### src/rtl/arithmetic_logic_unit.sv
// arithmetic_logic_unit: combinational integer ALU for the mips86 datapath.
//
// Produces a WIDTH-bit result and a single flag bit from two operands and a
// 4-bit operation select. The flag is the signed-overflow indicator for
// ADD/SUB and the boolean result for EQ/GT/LT. An active-low reset
// asynchronously forces both outputs to zero. No state is held.
//
// Ports (declaration order is relied on by positional instantiation):
//   a        in   WIDTH  operand A (shift/rotate source)
//   b        in   WIDTH  operand B (shift/rotate amount)
//   control  in   4      operation select
//   clk      in   1      system clock, not used by the datapath
//   reset    in   1      async reset, active low; 0 forces out/overflow to 0
//   out      out  WIDTH  result
//   overflow out  1      overflow / compare flag
module arithmetic_logic_unit #(
  parameter int unsigned WIDTH = 8
) (
  input  logic [WIDTH-1:0] a,
  input  logic [WIDTH-1:0] b,
  input  logic [3:0]       control,
  input  logic             clk,
  input  logic             reset,
  output logic [WIDTH-1:0] out,
  output logic             overflow
);

  // WIDTH always fits in WIDTH bits for WIDTH >= 2.
  localparam logic [WIDTH-1:0] WidthB = WIDTH[WIDTH-1:0];

  localparam logic [3:0] OpAdd = 4'd0;
  localparam logic [3:0] OpSub = 4'd1;
  localparam logic [3:0] OpShl = 4'd2;
  localparam logic [3:0] OpOr  = 4'd3;
  localparam logic [3:0] OpAnd = 4'd4;
  localparam logic [3:0] OpXor = 4'd5;
  localparam logic [3:0] OpRor = 4'd6;
  localparam logic [3:0] OpEq  = 4'd7;
  localparam logic [3:0] OpGt  = 4'd8;
  localparam logic [3:0] OpLt  = 4'd9;

  // The clock is part of the datapath's port contract only.
  logic unused_clk;
  assign unused_clk = clk;

  logic [WIDTH-1:0]   sum;
  logic [WIDTH-1:0]   diff;
  logic [WIDTH-1:0]   rot_amt;
  logic [2*WIDTH-1:0] rot_wide;
  logic [WIDTH-1:0]   res;
  logic               flag;

  assign sum      = a + b;
  assign diff     = a - b;
  assign rot_amt  = b % WidthB;
  // Shifting a doubled copy right leaves the rotation in the low half.
  assign rot_wide = {a, a} >> rot_amt;

  always_comb begin
    res  = '0;
    flag = 1'b0;
    case (control)
      OpAdd: begin
        res  = sum;
        flag = (a[WIDTH-1] == b[WIDTH-1]) && (sum[WIDTH-1] != a[WIDTH-1]);
      end
      OpSub: begin
        res  = diff;
        flag = (a[WIDTH-1] != b[WIDTH-1]) && (diff[WIDTH-1] != a[WIDTH-1]);
      end
      OpShl:   res  = (b >= WidthB) ? '0 : (a << b);
      OpOr:    res  = a | b;
      OpAnd:   res  = a & b;
      OpXor:   res  = a ^ b;
      OpRor:   res  = rot_wide[WIDTH-1:0];
      OpEq:    flag = (a == b);
      OpGt:    flag = (a > b);
      OpLt:    flag = (a < b);
      default: begin
        res  = '0;
        flag = 1'b0;
      end
    endcase
  end

  // Reset gates the outputs directly so assertion and release act at once.
  assign out      = reset ? res : '0;
  assign overflow = reset ? flag : 1'b0;

endmodule

### config.mk
export PLATFORM = sky130hd
export DESIGN_NAME = arithmetic_logic_unit
export DESIGN_NICKNAME = d
export VERILOG_FILES = /design/src/rtl/arithmetic_logic_unit.sv
export SDC_FILE = /design/constraint.sdc
export NUM_CORES = 1
export LEC_CHECK = 0
export BUFFER_PORTS_ARGS = -buffer_cell sky130_fd_sc_hd__buf_2
export CAP_MARGIN = 40
export CORE_MARGIN = 2
export CORE_UTILIZATION = 60
export DETAILED_ROUTE_END_ITERATION = 10
export PLACE_DENSITY = 0.85
export SETUP_SLACK_MARGIN = 0.1
export SYNTH_ARGS = -nofsm -noshare
export SYNTH_HDL_FRONTEND = slang
export SYNTH_SLANG_ARGS = --single-unit
### constraint.sdc
create_clock -name vclk -period 3.1
set_input_delay 0.62 -clock vclk [all_inputs]
set_output_delay 0.62 -clock vclk [all_outputs]
set_load 0.1 [all_outputs]
==> results of run 1 <==
-- cells by family after synthesis --
kind of cell | after synthesis | synth area share
AO/OA/AOI/OAI | 75 | 0.2963
AND/OR/NAND/NOR | 77 | 0.2102
XOR/XNOR | 10 | 0.05452
adder cells (fa/ha/maj) | 26 | 0.1951
multiplexers | 20 | 0.1471
buffers and inverters | 38 | 0.09684
-- per-stage QoR --
stage | setup WS, ps | hold WS [ps] | cells | instance area [um2] | TNS [ps]
detailed placement | -275.4 | 1699 | 347 | 2580 | -842.5
floorplan | -211.7 | 1508 | 246 | 1966 | -462.6
global placement | -216.3 | 1698 | 347 | 2580 | -650.7
==> flow_summary.toml, run 1 <==
[clock_tree]
cts_hold_buf = 0
postCtsResizedCells = 62
cts_setup_buffers = 9

[placement]
hpwl_um = 6002
globalplace.congestion = 0.9934
port-buffer-count = 30

[floorplan]
design.portCount = 31
die_width_um = 57.92
cell_rows = 19
initial_utilization = 0.6325
dieHeight_um = 57.92

[logic_synthesis]
synth_largest_area_cell = "ha_1"
synthCells = 246
synth_commonest_cells = "26 x nor2_1, 24 x ha_1, 23 x inv_1, 19 x nand2_1"
yosys-top-cells-area = "ha_1 17%, mux2i_1 8.0%, nor2_1 5.6%"
syn-cell-area_mm2 = 0.001744
yosys_warnings = 0
synth_seq_area_share = 0
mappedNetlistNets = 294
count_of_unique_library_cells_instantiated_by_yosys = 47
yosys.cell_count.top_type = "nor2_1"
syn-mean-instance-area_um2 = 7.090
synth.top_cell.area_share = 0.1722

[outcome]
tool.error = "[ERROR DPL-0038] Utilization greater than 100%, impossible to legalize"
run_status = "stopped before the end"
lastStage = "4_1_cts"
==> run 2: changes to the inputs <==
--- a/config.mk
+++ b/config.mk
@@ -8,10 +8,9 @@
 export BUFFER_PORTS_ARGS = -buffer_cell sky130_fd_sc_hd__buf_2
 export CAP_MARGIN = 40
 export CORE_MARGIN = 2
-export CORE_UTILIZATION = 60
+export CORE_UTILIZATION = 40
 export DETAILED_ROUTE_END_ITERATION = 10
-export PLACE_DENSITY = 0.85
-export SETUP_SLACK_MARGIN = 0.1
+export PLACE_DENSITY_LB_ADDON = 0.15
 export SYNTH_ARGS = -nofsm -noshare
 export SYNTH_HDL_FRONTEND = slang
 export SYNTH_SLANG_ARGS = --single-unit
==> run 2 against run 1 <==
The flow now finishes, with violations (setup timing). Synthesized cell count did not move. Area after synthesis did not move.
==> flow_summary.toml, run 2 <==
[outcome]
run_status = "finished with violations"
failed_checks = "setup timing"

[finish]
num-nets-final = 372
n_clock_buffer = 0
share_of_layout_cells_above_drive_strength_1 = 0.4689
final_util = 0.6731
layout.cell_area.non_filler_mm2 = 0.002870
layout.cells.most_common = "buf_4"
num_antenna_cells = 0
p_r_area_growth_vs_syn_pct = 64.56
regArea_um2 = 0
layout.sequential_cells = 0
mostFrequentLayoutCells = "59 x buf_4, 24 x nor2_1, 19 x nand2_1"

[floorplan]
dieHeight_um = 70.04
die_area_mm2 = 0.004905
initial_utilization = 0.4090
cell_rows = 24
core_area_mm2 = 0.004264
die_width_um = 70.04
design.portCount = 31

[pwr]
ir_drop_worst_vdd_uv = 91.77
power.switching_w = 0.0002542
power.sequential.fraction = 0
power.share.clock = 0
leakagePower_nw = 1.212
p_per_area_mw_per_mm2 = 165.2
power.combinational.fraction = 1.000
power_switching_share = 0.5363
cellInternalPower_w = 0.0002198
power_w = 0.0004741

[timing]
timing_worst_slew_pin_value_ps = 584.5
final_period_utilization = 1.013
finalSetupViolations = 4
max-slew-margin-rel = 0.6089
finalCriticalPeriod_ps = 3141
unrepaired_setup_endpoints_after_global_routing = "true"
maxClockFrequency_mhz = 318.4
final_max_slew_viol_count = 0
hold_viol = 0
setup_ws_ps = -40.77

[drt]
route.antenna.remaining_nets = 0
drtIter0Drc = 172
via_count = 2198
wl_per_cell_um = 17.65
detailed_routing_iteration_count_for_the_pre_antenna_repair_pass = 5
drt_wirelength_um = 6600
via_per_inst = 5.877
detail_route.drc_violations = 0

[worst_hold_path]
hold_path_depth = 4
worstHoldStart = "reset"
worst_hold_path_type = "in -> out"
worst_hold_endpoint = "overflow"

[global_route]
grt_max_degree = 22
grt_antenna_before_repair = 0
groute.usage.overall = 0.2607
grt_first_pass_wirelength_um = 10420
grt_pass1_vias = 2065
overflow = 0

[logic_synthesis]
synth_seq_area_share = 0
yosys-top-cells-area = "ha_1 17%, mux2i_1 8.0%, nor2_1 5.6%"
synthCells = 246
count_of_unique_library_cells_instantiated_by_yosys = 47
synth.top_cell.area_share = 0.1722
synth_largest_area_cell = "ha_1"
yosys_warnings = 0
synth_commonest_cells = "26 x nor2_1, 24 x ha_1, 23 x inv_1, 19 x nand2_1"
syn-mean-instance-area_um2 = 7.090
mappedNetlistNets = 294
yosys.cell_count.top_type = "nor2_1"
syn-cell-area_mm2 = 0.001744

[worst_setup_path]
timing.critical_path.to_type = "output pin"
worst-endpoint-required_ps = 2480
startpoint_type = "primary input"
slowest_delay_ps = 350
crit_slowest_cell = "o41ai_2"
crit_fanout = 6
crit_family = "compound AO/OA/AOI/OAI gates"
crit_path_cell_trace = "buf_4 -> clkinvlp_4 -> ha_4 -> nand3_2 -> o211ai_1 -> o41ai_2 -> buf_4 -> xnor2_2 -> nand2_1 -> a31oi_4 -> buf_12"
critical_path.n_buffers_inverters = 4
timing.critical_path.arrival_ps = 2520
path_common_cell = "buf_4"
timing_worst_setup_path_type = "in -> out"

[flow_run]
timing.max_cap.violations = 0

[placement]
hpwl_um = 5131
port-buffer-count = 30
globalplace.congestion = 1.031
place_area_mm2 = 0.002591

[clock_tree]
cts_hold_buf = 0
-- run 2: power by group through the flow --
| stage | Sequential (W) | Clock (W) | Combinational, W |
|---|---|---|---|
| 6_report | 0 | 0 | 0.000474 |
| 5_1_grt | 0 | 0 | 0.000508 |
| 4_1_cts | 0 | 0 | 0.000432 |
| 3_5_place_dp | 0 | 0 | 0.000412 |
| 3_3_place_gp | 0 | 0 | 0.000406 |
| 2_1_floorplan | 0 | 0 | 0.000258 |
-- run 2: area by class of cell --
type,instances,area [um2]
inverters,24,113.9
well taps,52,65.06
repair buffers,90,779.5
fillers,380,1394
multi-input cells,208,1912
-- run 2: tightest hold or removal path, delay by kind of cell --
| kind | cells | cell delay [ps] |
|---|---|---|
| compound gates | 2 | 210 |
| buf+inv | 2 | 270 |
-- run 2: how the worst max path moves through the flow --
stage	startpoint	endpoint	slack [ps]	cells past startpoint
after floorplan	a[0]	out[4]	-210	7
after global placement	a[0]	overflow	-210	11
after detailed placement	a[0]	overflow	-250	11
after CTS	a[0]	overflow	-40	11
after global routing	a[2]	out[7]	-140	11
final	b[2]	out[7]	-40	11
-- run 2: repair_timing --
action / CTS / global route
endpoints found under the setup margin: 8 / 7
pin swaps: 16 / 21
resized for setup: 23 / 31
setup buffers: 0 / 5
-- run 2: per-layer routing --
metal,part of all wire,vias to the layer above,GRT usage,routed length (um)
li1,-,1056,-,-
met5,0,-,0,0
met2,0.50,91,0.4423,3329
met4,0.012,0,0.04701,79
met1,0.43,1041,0.3703,2855
met3,0.051,10,0.01154,335
-- run 2: logic make-up after synthesis --
kind of cell,count (synthesis),share of synthesized area
AND/OR/NAND/NOR,77,0.2102
AO/OA/AOI/OAI,75,0.2963
buffers and inverters,38,0.09684
adder cells (fa/ha/maj),26,0.1951
multiplexers,20,0.1471
XOR/XNOR,10,0.05452
-- run 2: through the flow --
step / setup TNS [ps] / hold WS (ps) / instances / setup slack [ps]
final: -102.4 / 1717 / 374 / -40.77
after global placement: -1375 / 1707 / 370 / -211.4
after global routing: -428.7 / 1756 / 374 / -137.2
after detailed placement: -1462 / 1720 / 370 / -250.2
after floorplan: -786.4 / 1508 / 246 / -214.0
after CTS: -39.55 / 1721 / 370 / -39.55
Note: power is estimated with default switching activity, not from simulation.
